`src/rtl/seg_scan_display.sv`:
```
// seg_scan_display
// ----------------
// Multiplexed seven-segment driver for a common-anode display bank.
// A binary value captured on a load strobe is converted to DIGITS BCD
// digits by a sequential double-dabble engine (one input bit per cycle).
// The finished digits are then scanned onto a shared segment bus, one
// digit per refresh slot. Leading zeros are blanked, and values that do
// not fit in DIGITS decimal digits show dashes on every digit.
//
// Optional feature macro: SEGDISP_HEX_EN
//   When defined, a hex_mode input exists. A load with hex_mode=1 skips
//   the conversion and displays din nibble by nibble, with A-F glyphs.
//
// Parameters
//   DATA_W      binary input width (4..32)
//   DIGITS      number of display digits (1..8)
//   CLK_HZ      clk frequency
//   REFRESH_HZ  digit-slot rate; slot length is CLK_HZ/REFRESH_HZ cycles (>= 2)
//
// Ports
//   clk       in   system clock, rising edge
//   rst_n     in   synchronous active-low reset
//   din       in   [DATA_W-1:0] value to display
//   load      in   one-cycle capture strobe, honoured only while busy=0
//   hex_mode  in   hex display select (only with SEGDISP_HEX_EN)
//   busy      out  conversion/commit in progress
//   ovf       out  last loaded value did not fit the display
//   an        out  [DIGITS-1:0] digit enables, active low, one-hot-low
//   seg       out  [6:0] segments {a,b,c,d,e,f,g}, active low
module seg_scan_display #(
  parameter int DATA_W     = 8,
  parameter int DIGITS     = 4,
  parameter int CLK_HZ     = 50000000,
  parameter int REFRESH_HZ = 1000
) (
  input  logic              clk,
  input  logic              rst_n,
  input  logic [DATA_W-1:0] din,
  input  logic              load,
`ifdef SEGDISP_HEX_EN
  input  logic              hex_mode,
`endif
  output logic              busy,
  output logic              ovf,
  output logic [DIGITS-1:0] an,
  output logic [6:0]        seg
);

  localparam int BCD_W  = 4 * DIGITS;
  localparam int DIV    = CLK_HZ / REFRESH_HZ;
  localparam int SLOT_W = (DIV > 1) ? $clog2(DIV) : 1;
  localparam int IDX_W  = (DIGITS > 1) ? $clog2(DIGITS) : 1;
  localparam int NSEL   = 1 << IDX_W;  // digit mux padded to a power of two
  localparam int CNT_W  = $clog2(DATA_W + 1);

  typedef enum logic [1:0] {IDLE, CONV, COMMIT} state_t;

  state_t            state_q;
  logic [DATA_W-1:0] sreg_q, sreg_d;
  logic [BCD_W-1:0]  bcd_q, bcd_adj, bcd_d;
  logic              sticky_q, carry_d;
  logic [CNT_W-1:0]  cnt_q;
  logic [BCD_W-1:0]  disp_q, disp_d;
  logic              ovf_q, ovf_d;
  logic [SLOT_W-1:0] slot_q, slot_d;
  logic [IDX_W-1:0]  idx_q, idx_d;
  logic [DIGITS-1:0] an_q;
  logic [6:0]        seg_q, seg_d;
  logic [3:0]        digit_arr [NSEL];
  logic [NSEL-1:0]   zero_above;

  genvar gi;

  // Double-dabble step: add 3 to each nibble >= 5, then shift the whole
  // {carry, bcd, sreg} chain left by one. The carry is the bit leaving the
  // top nibble, which only happens once the value exceeds 10^DIGITS-1.
  generate
    for (gi = 0; gi < DIGITS; gi++) begin : g_adj
      assign bcd_adj[4*gi +: 4] = (bcd_q[4*gi +: 4] >= 4'd5) ?
                                  bcd_q[4*gi +: 4] + 4'd3 : bcd_q[4*gi +: 4];
    end
  endgenerate

  assign {carry_d, bcd_d, sreg_d} = {bcd_adj, sreg_q, 1'b0};

`ifdef SEGDISP_HEX_EN
  logic [BCD_W-1:0] hex_digits;
  logic             hex_ovf;

  generate
    if (DATA_W > BCD_W) begin : g_hex_wide
      assign hex_digits = din[BCD_W-1:0];
      assign hex_ovf    = |din[DATA_W-1:BCD_W];
    end else begin : g_hex_narrow
      assign hex_digits = BCD_W'(din);
      assign hex_ovf    = 1'b0;
    end
  endgenerate
`endif

  // Conversion FSM. The display register is written only in COMMIT, so the
  // scan never sees a half-converted value.
  always_ff @(posedge clk) begin
    if (!rst_n) begin
      state_q  <= IDLE;
      sreg_q   <= '0;
      bcd_q    <= '0;
      sticky_q <= 1'b0;
      cnt_q    <= '0;
      disp_q   <= '0;
      ovf_q    <= 1'b0;
    end else begin
      case (state_q)
        IDLE: begin
          if (load) begin
`ifdef SEGDISP_HEX_EN
            if (hex_mode) begin
              bcd_q    <= hex_digits;
              sticky_q <= hex_ovf;
              state_q  <= COMMIT;
            end else
`endif
            begin
              sreg_q   <= din;
              bcd_q    <= '0;
              sticky_q <= 1'b0;
              cnt_q    <= CNT_W'(DATA_W);
              state_q  <= CONV;
            end
          end
        end
        CONV: begin
          sreg_q   <= sreg_d;
          bcd_q    <= bcd_d;
          sticky_q <= sticky_q | carry_d;
          cnt_q    <= cnt_q - CNT_W'(1);
          if (cnt_q == CNT_W'(1)) begin
            state_q <= COMMIT;
          end
        end
        COMMIT: begin
          disp_q  <= disp_d;
          ovf_q   <= ovf_d;
          state_q <= IDLE;
        end
        default: state_q <= IDLE;
      endcase
    end
  end

  // Next-state display contents; seg/an are registered from these so a
  // slot change coinciding with COMMIT already shows the new value.
  assign disp_d = (state_q == COMMIT) ? bcd_q    : disp_q;
  assign ovf_d  = (state_q == COMMIT) ? sticky_q : ovf_q;

  generate
    for (gi = 0; gi < NSEL; gi++) begin : g_sel
      if (gi < DIGITS) begin : g_real
        assign digit_arr[gi]  = disp_d[4*gi +: 4];
        assign zero_above[gi] = ~|disp_d[BCD_W-1:4*gi];
      end else begin : g_pad
        assign digit_arr[gi]  = 4'd0;
        assign zero_above[gi] = 1'b1;
      end
    end
  endgenerate

  function automatic logic [6:0] seg_decode(input logic [3:0] d);
    case (d)
      4'h0:    seg_decode = 7'b0000001;
      4'h1:    seg_decode = 7'b1001111;
      4'h2:    seg_decode = 7'b0010010;
      4'h3:    seg_decode = 7'b0000110;
      4'h4:    seg_decode = 7'b1001100;
      4'h5:    seg_decode = 7'b0100100;
      4'h6:    seg_decode = 7'b0100000;
      4'h7:    seg_decode = 7'b0001111;
      4'h8:    seg_decode = 7'b0000000;
      4'h9:    seg_decode = 7'b0000100;
`ifdef SEGDISP_HEX_EN
      4'hA:    seg_decode = 7'b0001000;
      4'hB:    seg_decode = 7'b1100000;
      4'hC:    seg_decode = 7'b0110001;
      4'hD:    seg_decode = 7'b1000010;
      4'hE:    seg_decode = 7'b0110000;
      4'hF:    seg_decode = 7'b0111000;
`endif
      default: seg_decode = 7'b1111111;
    endcase
  endfunction

  always_comb begin
    slot_d = slot_q + SLOT_W'(1);
    idx_d  = idx_q;
    if (slot_q == SLOT_W'(DIV - 1)) begin
      slot_d = '0;
      idx_d  = (idx_q == IDX_W'(DIGITS - 1)) ? '0 : idx_q + IDX_W'(1);
    end
  end

  // Digit 0 is never blanked; higher digits blank when they and every
  // digit above them are zero.
  always_comb begin
    if (ovf_d) begin
      seg_d = 7'b1111110;
    end else if ((idx_d != '0) && zero_above[idx_d]) begin
      seg_d = 7'b1111111;
    end else begin
      seg_d = seg_decode(digit_arr[idx_d]);
    end
  end

  always_ff @(posedge clk) begin
    if (!rst_n) begin
      slot_q <= '0;
      idx_q  <= '0;
      an_q   <= ~DIGITS'(1);
      seg_q  <= 7'b0000001;
    end else begin
      slot_q <= slot_d;
      idx_q  <= idx_d;
      an_q   <= ~(DIGITS'(1) << idx_d);
      seg_q  <= seg_d;
    end
  end

  assign busy = (state_q != IDLE);
  assign ovf  = ovf_q;
  assign an   = an_q;
  assign seg  = seg_q;

endmodule

```
`config.mk`:
```
export PLATFORM = sky130hd
export DESIGN_NAME = seg_scan_display
export DESIGN_NICKNAME = d
export VERILOG_FILES = /design/src/rtl/seg_scan_display.sv
export SDC_FILE = /design/constraint.sdc
export NUM_CORES = 1
export LEC_CHECK = 0
export ABC_AREA = 1
export BUFFER_PORTS_ARGS = -buffer_cell sky130_fd_sc_hd__buf_2
export CORE_ASPECT_RATIO = 1.2
export CORE_MARGIN = 2
export CORE_UTILIZATION = 65
export CTS_CLUSTER_SIZE = 14
export DETAILED_ROUTE_END_ITERATION = 7
export GPL_TIMING_DRIVEN = 0
export PLACE_DENSITY = 0.84
export SLEW_MARGIN = 5
export SYNTH_ARGS = -nofsm -noshare
export SYNTH_HDL_FRONTEND = slang
export SYNTH_SLANG_ARGS = --single-unit
```
`constraint.sdc`:
```
create_clock -name clk -period 3.6 [get_ports clk]
set_clock_uncertainty 0.05 [all_clocks]
set_input_delay 0 -clock clk [delete_from_list [all_inputs] [get_ports clk]]
set_output_delay 0 -clock clk [all_outputs]
set_load 0.05 [all_outputs]
```
==> impl_summary.log, run 1 <==
INFO  metric min-delay-path-class = in2reg
INFO  metric detail-route-antenna-nets = 0
INFO  metric timing.critical_path.max_delay_family = simple AND/OR/NAND/NOR gates
INFO  metric max_cap_viol_count = 0
INFO  metric fp-row-count = 31
INFO  metric regToRegStartpoint = slot_q[0]
INFO  metric yosys_warnings = 0
INFO  metric run_status = finished clean
INFO  metric worstPathCellList = ha_1 > nand3_2 > nor2_1 > nand3_2 > nand2_4 > buf_6 > nand2_1 > o21ai_1 > nand2_1 > nand2_2 > inv_1 > ha_1 > inv_1 > nand2_1 > nand3_1 > nand3_1 > nand2_1 > inv_1
INFO  metric syn-cell-area = 0.00396 mm^2
INFO  metric period_minus_slack = 2.56 ns
INFO  metric layout.cells.most_common_list = sky130_fd_sc_hd__nand2_1, sky130_fd_sc_hd__dfxtp_1, sky130_fd_sc_hd__inv_1
INFO  metric fin_crit_sh = a little under three quarters
INFO  metric finalWeightedCongestion = 0.826
INFO  metric final_util = 74.5%
INFO  metric commonest_non_fill_non_tap_cell_in_the_layout = sky130_fd_sc_hd__nand2_1
INFO  metric die_w = 75.3 um
INFO  metric detailedPlacementHpwl = between 6000 and 7000 um
INFO  metric crit_type = reg2reg
INFO  metric grt_pass1_wl = 13900 um
INFO  metric place_ws = ~1.1 ns
INFO  metric number_of_enable_type_register_cells_in_the_synthesized_netlist = 0
INFO  metric wirelength = about 8600 um
INFO  metric design.final.nets = 627
INFO  metric netlist_instances = 554
INFO  metric maximum_number_of_pins_on_one_net_before_global_route_repair = 14
INFO  metric postSynth.asyncResetShare = 0%
INFO  metric peakVddDrop = 0.300 mV
INFO  metric synth_top_flop_cell = sky130_fd_sc_hd__dfxtp_1
INFO  metric beginning_of_the_critical_path = slot_q[0]
INFO  metric post_drt_wl_per_cell = 12.6 um
INFO  metric post_synth.cell_area_avg = 7.15 um^2
INFO  metric worst_hold_slack = 0.378 ns
INFO  metric io_pins = 24
INFO  metric post_cts.repair.setup_buffers = 0
INFO  metric finalInstanceArea = between 0.004 and 0.005 mm^2
INFO  metric htree_num_levels = 3
INFO  metric clkTransAtPathRegs = 0.08 ns
INFO  metric cp_slowest_cell = sky130_fd_sc_hd__dfxtp_1
INFO  metric yosysUniqueCellTypes = 39
INFO  metric power.static_leakage = 1.99 nW
INFO  metric finish.cell_count_without_fillers = just under 700
INFO  metric worst_slew_margin_rel = 60.4%
INFO  metric final-hold-violation-count = 0
INFO  metric route.vias.total = 3600
INFO  metric clk_latency = 0.36 ns
INFO  metric cp-start-kind = flop
INFO  metric first_global_vias = 3145
INFO  metric crit_fanout = 10
INFO  metric power_density = 363 mW/mm^2
INFO  metric inst_count_dp = around 660
INFO  metric numCtsBuffers = 9
INFO  metric placedInstanceArea = around 0.0042 mm^2
INFO  metric critPathMostFrequentCell = sky130_fd_sc_hd__nand2_1
INFO  metric timing.critical_path.buf_inv = 4
INFO  metric timing.final.ws_setup = 1.04 ns
INFO  metric buffers_from_clock_root_to_sink_at_most = 2
INFO  metric cts_num_sinks = 77
INFO  metric report.final.slew_viol_count = 0
INFO  metric dr_drc_count = 0
INFO  metric area_added_between_synthesis_and_finish = 12.4%
INFO  metric setup_repair_after_global_routing_missed_its_margin = no
INFO  metric globalRouteOverflowTotal = 0
INFO  metric clockRootBuffer = sky130_fd_sc_hd__clkbuf_8
INFO  metric finalPower = 1.62 mW
INFO  metric placeableCoreArea = 0.00597 mm^2
INFO  metric hold_path_startpoint = din[0]
INFO  metric total_die_area = 0.00673 mm^2
INFO  metric antennaDiodeCount = 0
INFO  metric dr.first_iter.drc_count = around 220
INFO  metric layout-drive-gt1-share = 14.4%
INFO  metric drtPass1Iterations = 8
INFO  metric io_buffer_count = 23
INFO  metric cp.required = 3.80 ns
INFO  metric number_of_antenna_violations_at_the_first_check_in_global_routing = 0
INFO  metric synth_fp_nets = 583
INFO  metric die_h = around 90 um
INFO  metric finalSetupViolations = 0
INFO  metric timing.critical_path.arrival = between 2 and 3 ns
INFO  metric initial_utilization = roughly 66%
INFO  metric yosys_register_bits = 77
INFO  metric tritoncts_clock_tree = done
INFO  metric setup_tns = 0 ns
INFO  metric max_incr_delay_on_cp = approximately 0.35 ns
INFO  metric end_kind = flop
INFO  metric yosysSeqAreaShare = between 30% and 40%
INFO  metric timing_worst_slew_pin_value = 0.594 ns
INFO  metric clock.fmax = 391 MHz
INFO  metric global_route.usage.total = 27.0%
INFO  metric route.detailed.vias_per_inst = 5.26
## report_power, final
part / switching [mW] / internal [mW]
Clock: 0.322 / 0.268
Sequential: 0.0121 / 0.871
Combinational: 0.0981 / 0.0473
Total: 0.432 / 1.19
## flip-flops by register name, indices dropped and copies added (netlist names)
name and count:
seg 7, sticky_q 1, disp_q 16, slot_q 16
state_q 2, cnt_q 4, idx_q 2, sreg_q 8
ovf 1, bcd_q 16, an 4
## layer usage
layer | track usage (%) | share of wire [%] | vias to the layer above | wire, um
met5 | 0 | 0 | - | 0
met4 | 13.2 | 3.2 | 0 | 274
met3 | 3.61 | 4.2 | 26 | 367
met2 | 45.5 | 50 | 87 | 4290
met1 | 33.8 | 43 | 1628 | 3710
li1 | - | - | 1859 | -
## tightest hold or removal path, delay by kind of cell
family	cells	cell delay [ns]
buffers and inverters	2	0.64
AND/OR/NAND/NOR	2	0.12
## cell families (layout without fill, tap and decap cells)
family,count (synthesis),in the layout,synth area share [%]
buffers and inverters,92,141,9.38
adder cells (fa/ha/maj),18,18,5.69
AND/OR/NAND/NOR,272,272,31.8
flip-flops,77,77,38.9
XOR/XNOR,7,7,1.55
AO/OA/AOI/OAI,88,88,12.7
## synth_stat cells, types with 2 or more instances
cell type	number	share of area [%]
sky130_fd_sc_hd__dfxtp_1	77	39
sky130_fd_sc_hd__nand3_2	5	1.3
sky130_fd_sc_hd__ha_1	18	5.7
sky130_fd_sc_hd__nor2_4	2	0.57
sky130_fd_sc_hd__nand2_2	11	1.7
sky130_fd_sc_hd__o21ai_1	6	0.76
sky130_fd_sc_hd__nor2_1	68	6.4
sky130_fd_sc_hd__nand2_4	5	1.4
sky130_fd_sc_hd__a21oi_1	39	4.9
sky130_fd_sc_hd__clkbuf_1	7	0.66
sky130_fd_sc_hd__o21a_1	5	0.95
sky130_fd_sc_hd__nor3b_1	4	0.76
sky130_fd_sc_hd__nand4_1	2	0.32
sky130_fd_sc_hd__inv_1	73	6.9
sky130_fd_sc_hd__buf_4	2	0.38
sky130_fd_sc_hd__buf_6	2	0.57
sky130_fd_sc_hd__nand2_1	112	11
sky130_fd_sc_hd__inv_2	2	0.19
sky130_fd_sc_hd__nor3_1	6	0.76
sky130_fd_sc_hd__a22oi_1	9	1.7
sky130_fd_sc_hd__nor2_2	11	1.7
sky130_fd_sc_hd__xnor2_1	2	0.44
sky130_fd_sc_hd__xor2_1	5	1.1
sky130_fd_sc_hd__buf_1	2	0.19
sky130_fd_sc_hd__buf_2	3	0.38
sky130_fd_sc_hd__nand3_1	43	5.4
sky130_fd_sc_hd__o21ai_0	20	2.5
sky130_fd_sc_hd__a21oi_2	2	0.44
## area by class of cell
cell class	instances	area [um^2]
Buffer	16	86.3
Clock buffer	10	138
Clock inverter	6	37.5
Fill cell	509	1520
Inverter	76	285
Multi-Input combinational cell	385	2050
Sequential cell	77	1540
Tap cell	82	103
Timing Repair Buffer	33	215
## timing repair
| action | in CTS | in global routing |
|---|---|---|
| hold buffers | 10 | 0 |
| resized for setup | 0 | 0 |
| hold endpoints to repair | 13 | 0 |
## worst paths after layout
kind | to | slack [ns] | depth (start not counted)
setup / recovery | seg[3] | 1.04 | 18
hold / removal | sreg_q[0] | 0.38 | 4
setup reg to reg | seg[3] | 1.04 | 18
hold reg to reg | slot_q[0] | 0.40 | 1
(Power assumes the default switching activity.)
==> run 2, diff against run 1 <==
--- a/config.mk
+++ b/config.mk
@@ -9,11 +9,11 @@
 export BUFFER_PORTS_ARGS = -buffer_cell sky130_fd_sc_hd__buf_2
 export CORE_ASPECT_RATIO = 1.2
 export CORE_MARGIN = 2
-export CORE_UTILIZATION = 65
+export CORE_UTILIZATION = 61
 export CTS_CLUSTER_SIZE = 14
 export DETAILED_ROUTE_END_ITERATION = 7
 export GPL_TIMING_DRIVEN = 0
-export PLACE_DENSITY = 0.84
+export PLACE_DENSITY = 0.8
 export SLEW_MARGIN = 5
 export SYNTH_ARGS = -nofsm -noshare
 export SYNTH_HDL_FRONTEND = slang
==> constraint.sdc (replaced) <==
create_clock -name clk -period 2.4 [get_ports clk]
set_clock_uncertainty 0.05 [all_clocks]
set_input_delay 0 -clock clk [delete_from_list [all_inputs] [get_ports clk]]
set_output_delay 0 -clock clk [all_outputs]
set_load 0.05 [all_outputs]
==> run 2 against run 1 <==
Net effect: sequential cell count unchanged; first-iteration DRC count increased by 7.7%; final cell count increased by 2.2%; largest cell class unchanged.
==> impl_summary.log, run 2 (synthesized netlist as in run 1, its figures left out) <==
INFO  metric run_status = finished clean (unchanged)
INFO  metric area_added_between_synthesis_and_finish = 20.8% (was 12.4%)
INFO  metric power_density = 587 mW/mm^2 (was 363 mW/mm^2)
INFO  metric max_incr_delay_on_cp = 0.36 ns (was 0.35 ns)
INFO  metric crit_type = reg2reg (unchanged)
INFO  metric worstPathCellList = ha_4 > nand3_4 > nor2_4 > nand2_4 > nand2_4 > nand2_4 > buf_8 > o21ai_1 > nand2_1 > nand2_2 > inv_4 > ha_4 > inv_1 > nand2_2 > nand3_2 > nand3_1 > nand2_1 > inv_1 (was ha_1 > nand3_2 > nor2_1 > nand3_2 > nand2_4 > buf_6 > nand2_1 > o21ai_1 > nand2_1 > nand2_2 > inv_1 > ha_1 > inv_1 > nand2_1 > nand3_1 > nand3_1 > nand2_1 > inv_1)
INFO  metric p_sw = 0.699 mW (was 0.432 mW)
INFO  metric antennaDiodeCount = 0 (unchanged)
INFO  metric drtPass1Iterations = 7 (was 8)
INFO  metric clock.fmax = 437 MHz (was 391 MHz)
INFO  metric route.vias.total = 3805 (was 3600)
INFO  metric period_minus_slack = 2.29 ns (was 2.56 ns)
INFO  metric report.final.slew_viol_count = 0 (unchanged)
INFO  metric total_die_area = 0.00715 mm^2 (was 0.00673 mm^2)
INFO  metric clk_latency = 0.37 ns (was 0.36 ns)
INFO  metric end_kind = flop (unchanged)
INFO  metric dr_drc_count = 0 (unchanged)
INFO  metric pwr-share-seq = 47.2% (was 54.6%)
INFO  metric fp-row-count = 32 (was 31)
INFO  metric pwr-share-comb = 8.0% (was 9.0%)
INFO  metric beginning_of_the_critical_path = slot_q[0] (unchanged)
INFO  metric cts_num_sinks = 77 (unchanged)
INFO  metric final_util = 75.1% (was 74.5%)
INFO  metric route.met2.wl = 5180 um (was 4290 um)
INFO  metric finalSetupViolations = 0 (unchanged)
INFO  metric fin_crit_sh = 95.3% (was 71.0%)
INFO  metric clockRootBuffer = sky130_fd_sc_hd__clkbuf_8 (unchanged)
INFO  metric wirelength = 10000 um (was 8640 um)
INFO  metric proportion_of_power_drawn_by_the_clock_network = 44.8% (was 36.4%)
INFO  metric max_cap_viol_count = 0 (unchanged)
INFO  metric peakVddDrop = 0.598 mV (was 0.300 mV)
INFO  metric switching_share = 24.9% (was 26.7%)
INFO  metric multi_input_area = 0.00218 mm^2 (was 0.00205 mm^2)
INFO  metric dr.first_iter.drc_count = 238 (was 221)
INFO  metric setup_tns = 0 ns (unchanged)
INFO  metric initial_utilization = 62.2% (was 66.3%)
INFO  metric power.static_leakage = 2.13 nW (was 1.99 nW)
INFO  metric maximum_number_of_pins_on_one_net_before_global_route_repair = 15 (was 14)
INFO  metric crit_fanout = 7 (was 10)
INFO  metric route.detailed.vias_per_inst = 5.44 (was 5.26)
INFO  metric io_pins = 24 (unchanged)
INFO  metric drt-met1-wl = 3980 um (was 3710 um)
INFO  metric clkTransAtPathRegs = 0.09 ns (was 0.08 ns)
INFO  metric met3RoutedLength = 558 um (was 367 um)
INFO  metric cp.required = 2.62 ns (was 3.80 ns)
INFO  metric final-hold-violation-count = 0 (unchanged)
INFO  metric hold_path_startpoint = din[6] (was din[0])
INFO  metric timing_worst_slew_pin_value = 0.617 ns (was 0.594 ns)
INFO  metric buffers_from_clock_root_to_sink_at_most = 2 (unchanged)
INFO  metric detailedPlacementHpwl = 6360 um (was 6140 um)
INFO  metric timing.critical_path.arrival = 2.51 ns (was 2.76 ns)
INFO  metric critPathMostFrequentCell = sky130_fd_sc_hd__nand2_4 (was sky130_fd_sc_hd__nand2_1)
INFO  metric ff_latch_area = 0.00155 mm^2 (was 0.00154 mm^2)
INFO  metric regToRegStartpoint = slot_q[0] (unchanged)
INFO  metric grt_pass1_wl = 15600 um (was 13900 um)
INFO  metric globalRouteOverflowTotal = 0 (unchanged)
INFO  metric global_route.usage.total = 27.4% (was 27.0%)
INFO  metric power_report.internal_total = 2.11 mW (was 1.19 mW)
INFO  metric top_regs = bcd_q x16, disp_q x16, slot_q x16 (unchanged)
INFO  metric timing.final.ws_setup = 0.114 ns (was 1.04 ns)
INFO  metric fillerInstances = 464 (was 509)
INFO  metric detail-route-antenna-nets = 0 (unchanged)
INFO  metric commonest_non_fill_non_tap_cell_in_the_layout = sky130_fd_sc_hd__nand2_1 (unchanged)
INFO  metric place_ws = -0.149 ns (was 1.07 ns)
INFO  metric io_buffer_count = 23 (unchanged)
INFO  metric cp-start-kind = flop (unchanged)
INFO  metric die_h = 92.3 um (was 89.5 um)
INFO  metric placeableCoreArea = 0.00637 mm^2 (was 0.00597 mm^2)
INFO  metric worst_slew_margin_rel = 58.9% (was 60.4%)
INFO  metric finalWeightedCongestion = 0.885 (was 0.826)
INFO  metric design.final.nets = 639 (was 627)
INFO  metric htree_num_levels = 3 (unchanged)
INFO  metric tritoncts_clock_tree = done (unchanged)
INFO  metric post_drt_wl_per_cell = 14.3 um (was 12.6 um)
INFO  metric cp_slowest_cell = sky130_fd_sc_hd__dfxtp_2 (was sky130_fd_sc_hd__dfxtp_1)
INFO  metric first_global_vias = 3514 (was 3145)
INFO  metric die_w = 77.6 um (was 75.3 um)
INFO  metric min-delay-path-class = in2reg (unchanged)
INFO  metric maxUsedRoutingLayer = met4 (unchanged)
INFO  metric layout-drive-gt1-share = 20.2% (was 14.4%)
INFO  metric numCtsBuffers = 9 (unchanged)
INFO  metric number_of_antenna_violations_at_the_first_check_in_global_routing = 0 (unchanged)
INFO  metric layout.cells.most_common_list = sky130_fd_sc_hd__nand2_1, sky130_fd_sc_hd__inv_1, sky130_fd_sc_hd__dfxtp_1 (was sky130_fd_sc_hd__nand2_1, sky130_fd_sc_hd__dfxtp_1, sky130_fd_sc_hd__inv_1)
## run 2: changes by cell type in the layout (fill, tap and decap cells not counted), moves of 4 or more
cell,change
sky130_fd_sc_hd__nand2_1,-6
sky130_fd_sc_hd__nor2_4,+9
sky130_fd_sc_hd__dfxtp_2,+8
sky130_fd_sc_hd__dfxtp_1,-8
sky130_fd_sc_hd__nand2_2,+4
sky130_fd_sc_hd__buf_4,+11
sky130_fd_sc_hd__nor2_2,-5
sky130_fd_sc_hd__nor2_1,-4
sky130_fd_sc_hd__clkinv_2,-4
## run 2: power by group through the flow
| stage | clock network, mW | registers (mW) | logic (mW) |
|---|---|---|---|
| floorplan | 0 | 1.36 | 0.134 |
| detailed placement | 0 | 1.35 | 0.200 |
| global placement | 0 | 1.35 | 0.195 |
| finish | 1.26 | 1.33 | 0.225 |
| global route | 1.31 | 1.33 | 0.250 |
| CTS | 1.26 | 1.33 | 0.217 |
## run 2: area by class of cell
cell class,instances,area share (%)
Buffer,16,1.96
Clock buffer,10,2.88
Clock inverter,6,2.48
Inverter,76,6.02
Multi-Input combinational cell,385,45.6
Sequential cell,77,32.4
Tap cell,85,2.22
Timing Repair Buffer,45,6.38
## run 2: final timing paths
check              endpoint  slack [ns]  depth (start not counted)
setup reg to reg     seg[3]        0.11                         18
setup / recovery     seg[3]        0.11                         18
hold reg to reg   sreg_q[5]        0.42                          2
hold / removal    sreg_q[6]        0.40                          4
## run 2: routing by layer
metal / GRT usage (%) / vias up
li1: - / 1887
met1: 32.3 / 1744
met2: 48.5 / 143
met3: 3.25 / 31
met4: 13.8 / 0
met5: 0 / -
## run 2: what timing repair did
item | CTS | global route
hold buffers | 10 | 0
setup buffers | 0 | 12
resized for setup | 6 | 36
cloned | 0 | 0
setup endpoints to repair | 5 | 7
hold endpoints to repair | 13 | 0
pin swaps | 2 | 11
## run 2: critical path, delay by kind of cell, from the launching register on
| kind | cells | cell delay, ns |
|---|---|---|
| and+or+nand+nor | 11 | 0.98 |
| AOI/OAI and AO/OA | 1 | 0.11 |
| buffers and inverters | 4 | 0.31 |
| DFF | 1 | 0.36 |
| adders and majority gates | 2 | 0.38 |
## run 2: metrics by stage
stage                     cells  area (um^2)  power, mW  hold slack [ns]
after floorplan             554         3960       1.49           0.0884
after global placement      662         4180       1.55            0.178
after detailed placement    662         4180       1.55            0.187
after CTS                   688         4560       2.80            0.352
after global routing        700         4780       2.89            0.424
final                       700         4780       2.81            0.395
==> run 3, diff against run 2 <==
--- a/config.mk
+++ b/config.mk
@@ -9,11 +9,12 @@
 export BUFFER_PORTS_ARGS = -buffer_cell sky130_fd_sc_hd__buf_2
 export CORE_ASPECT_RATIO = 1.2
 export CORE_MARGIN = 2
-export CORE_UTILIZATION = 61
+export CORE_UTILIZATION = 63
+export CTS_BUF_LIST = sky130_fd_sc_hd__clkbuf_4 sky130_fd_sc_hd__clkbuf_8
 export CTS_CLUSTER_SIZE = 14
 export DETAILED_ROUTE_END_ITERATION = 7
 export GPL_TIMING_DRIVEN = 0
-export PLACE_DENSITY = 0.8
+export PLACE_DENSITY = 0.82
 export SLEW_MARGIN = 5
 export SYNTH_ARGS = -nofsm -noshare
 export SYNTH_HDL_FRONTEND = slang
==> run 3 against run 2 <==
Net effect: the run now ends with setup timing left; routed wire length decreased by 6.0%; sequential power about the same; utilization increased by 3.3 points; final area shrank 0.76%.
==> impl_summary.log, run 3 (synthesized netlist as in run 1, its figures left out) <==
INFO  metric end_kind = flop (unchanged)
INFO  metric route.detailed.vias_per_inst = 5.44 (about the same)
INFO  metric hold-path-cell-count = 4 (unchanged)
INFO  metric globalRouteOverflowTotal = 0 (unchanged)
INFO  metric pwr-share-seq = 50.8% (was 47.2%)
INFO  metric inst_count_dp = 659 (was 662)
INFO  metric clkTransAtPathRegs = 0.08 ns (was 0.09 ns)
INFO  metric antennaDiodeCount = 0 (unchanged)
INFO  metric run_status = finished, violations left (was finished clean)
INFO  metric hold_path_end = sreg_q[0] (was sreg_q[6])
INFO  metric wirelength = 9400 um (was 10000 um)
INFO  metric commonest_non_fill_non_tap_cell_in_the_layout = sky130_fd_sc_hd__nand2_1 (unchanged)
INFO  metric clock.fmax = 417 MHz (was 437 MHz)
INFO  metric switching_share = 24.9% (about the same)
INFO  metric buffers_from_clock_root_to_sink_at_most = 2 (unchanged)
INFO  metric cp.required = 2.57 ns (was 2.62 ns)
INFO  metric min-delay-path-class = in2reg (unchanged)
INFO  metric grt_pass1_wl = 14700 um (was 15600 um)
INFO  metric peakVddDrop = 0.457 mV (was 0.598 mV)
INFO  metric design.final.nets = 642 (was 639)
INFO  metric global_route.usage.total = 26.2% (was 27.4%)
INFO  metric die_w = 76.4 um (was 77.6 um)
INFO  metric tritoncts_clock_tree = done (unchanged)
INFO  metric detailedPlacementHpwl = 6130 um (was 6360 um)
INFO  metric proportion_of_power_drawn_by_the_clock_network = 40.7% (was 44.8%)
INFO  metric fp-row-count = 31 (was 32)
INFO  metric rr_worst_depth = 18 (unchanged)
INFO  metric number_of_antenna_violations_at_the_first_check_in_global_routing = 0 (unchanged)
INFO  metric numCtsBuffers = 9 (unchanged)
INFO  metric finalPower = 2.61 mW (was 2.81 mW)
INFO  metric top_regs = bcd_q x16, disp_q x16, slot_q x16 (unchanged)
INFO  metric initial_utilization = 65.4% (was 62.2%)
INFO  metric drtPass1Iterations = 8 (was 7)
INFO  metric crit_type = reg2reg (unchanged)
INFO  metric area_added_between_synthesis_and_finish = 19.9% (was 20.8%)
INFO  metric final-hold-violation-count = 0 (unchanged)
INFO  metric maximum_number_of_pins_on_one_net_before_global_route_repair = 14 (was 15)
INFO  metric cts_num_sinks = 77 (unchanged)
INFO  metric power.static_leakage = 2.12 nW (was 2.13 nW)
INFO  metric regToRegStartpoint = slot_q[0] (unchanged)
INFO  metric power_report.internal_total = 1.96 mW (was 2.11 mW)
INFO  metric timing_worst_slew_pin_value = 0.579 ns (was 0.617 ns)
INFO  metric dr.first_iter.drc_count = 231 (was 238)
INFO  metric reg2reg_to = seg[2] (was seg[3])
INFO  metric p_sw = 0.650 mW (was 0.699 mW)
INFO  metric clockRootBuffer = sky130_fd_sc_hd__clkbuf_8 (unchanged)
INFO  metric finish.cell_count_without_fillers = 699 (was 700)
INFO  metric post_drt_wl_per_cell = 13.4 um (was 14.3 um)
INFO  metric max_incr_delay_on_cp = 0.37 ns (was 0.36 ns)
INFO  metric die_h = 90.9 um (was 92.3 um)
INFO  metric pwr-share-comb = 8.6% (was 8.0%)
INFO  metric placeableCoreArea = 0.00605 mm^2 (was 0.00637 mm^2)
INFO  metric detail-route-antenna-nets = 0 (unchanged)
INFO  metric crit_fanout = 7 (unchanged)
INFO  metric cp-start-kind = flop (unchanged)
INFO  metric io_pins = 24 (unchanged)
INFO  metric period_minus_slack = 2.40 ns (was 2.29 ns)
INFO  metric fin_crit_sh = 100% (was 95.3%)
INFO  metric worstPathCellList = ha_4 > nand3_4 > nor2_4 > nand2_4 > nand2_4 > nand2_4 > buf_8 > nand2_2 > o21ai_2 > nand2_1 > nand2_2 > inv_2 > ha_1 > nand3_1 > nand2_1 > nand2_1 > nor2_1 > nor2_1 (was ha_4 > nand3_4 > nor2_4 > nand2_4 > nand2_4 > nand2_4 > buf_8 > o21ai_1 > nand2_1 > nand2_2 > inv_4 > ha_4 > inv_1 > nand2_2 > nand3_2 > nand3_1 > nand2_1 > inv_1)
INFO  metric timing.final.ws_setup = -0.000469 ns (was 0.114 ns)
INFO  metric total_die_area = 0.00694 mm^2 (was 0.00715 mm^2)
INFO  metric max_cap_viol_count = 0 (unchanged)
INFO  metric finalWeightedCongestion = 0.855 (was 0.885)
INFO  metric cp_slowest_cell = sky130_fd_sc_hd__dfxtp_2 (unchanged)
INFO  metric layout-drive-gt1-share = 20.9% (was 20.2%)
INFO  metric io_buffer_count = 23 (unchanged)
INFO  metric finalSetupViolations = 1 (was 0)
INFO  metric report.final.slew_viol_count = 0 (unchanged)
INFO  metric worst_slew_margin_rel = 61.4% (was 58.9%)
INFO  metric htree_num_levels = 3 (unchanged)
INFO  metric timing.critical_path.arrival = 2.57 ns (was 2.51 ns)
INFO  metric clk_latency = 0.36 ns (was 0.37 ns)
INFO  metric power_density = 550 mW/mm^2 (was 587 mW/mm^2)
INFO  metric failed_checks = setup timing
INFO  metric route.vias.total = 3800 (was 3805)
INFO  metric layout.cells.most_common_list = sky130_fd_sc_hd__nand2_1, sky130_fd_sc_hd__dfxtp_1, sky130_fd_sc_hd__inv_1 (was sky130_fd_sc_hd__nand2_1, sky130_fd_sc_hd__inv_1, sky130_fd_sc_hd__dfxtp_1)
INFO  metric setup_tns = -0.000469 ns (was 0 ns)
INFO  metric hold_path_startpoint = din[0] (was din[6])
INFO  metric fillerInstances = 424 (was 464)
INFO  metric dr_drc_count = 0 (unchanged)
INFO  metric first_global_vias = 3381 (was 3514)
INFO  metric setup.reg_to_reg.worst_slack = -0.0005 ns (was 0.11 ns)
run 3: power groups by stage:
stage          registers [mW]  logic [mW]  clock network, mW
2_1_floorplan            1.36       0.134                  0
3_3_place_gp             1.35       0.195                  0
3_5_place_dp             1.35       0.199                  0
4_1_cts                  1.33       0.214               1.07
5_1_grt                  1.33       0.248               1.12
6_report                 1.33       0.224               1.06
run 3: area by class of cell:
cell class / count / area (um^2) / area share, %
clock buffers: 9 / 124 / 2.61
clock inverters: 6 / 87.6 / 1.85
repair buffers: 48 / 332 / 6.98
multi-input cells: 385 / 2170 / 45.8
plain buffers: 16 / 96.3 / 2.03
well taps: 82 / 103 / 2.16
flip-flops and latches: 77 / 1550 / 32.6
inverters: 76 / 285 / 6.01
run 3: timing repair:
action	4_1_cts	5_1_grt
setup buffers	0	15
pin swaps	3	8
hold endpoints to repair	13	0
hold buffers	10	0
resized for setup	6	36
setup endpoints to repair	6	7
gates cloned	0	0
run 3: stage by stage:
stage	instance area [um^2]	util [%]	worst slack, ns	hold slack [ns]
finish	4750	78.5	-0.000469	0.370
global route	4750	78.5	-0.138	0.411
CTS	4510	74.6	0.0222	0.341
detailed placement	4180	69.0	-0.135	0.189
global placement	4180	69.0	-0.0913	0.187
floorplan	3960	-	0.119	0.0884
run 3: critical path, delay by kind of cell, from the launching register on:
kind,cells,cell delay [ns]
buf+inv,2,0.27
compound gates,1,0.05
fa+ha+maj,2,0.31
simple gates,13,1.19
flops,1,0.37
run 3: worst max-delay path by stage:
stage | cells past startpoint | endpoint | from
2_1_floorplan | 18 | seg[3] | slot_q[0]
3_3_place_gp | 18 | seg[3] | slot_q[0]
3_5_place_dp | 18 | seg[3] | slot_q[0]
4_1_cts | 19 | seg[3] | slot_q[10]
5_1_grt | 18 | seg[2] | slot_q[0]
6_report | 18 | seg[2] | slot_q[0]
run 3: layer usage:
metal  up-vias  routed length, um  global-route usage (%)
li1       1894                  -                       -
met2       132               4780                    46.9
met5         -                  0                       0
met1      1744               3930                    30.7
met4         0                248                    11.7
met3        30                448                    4.20
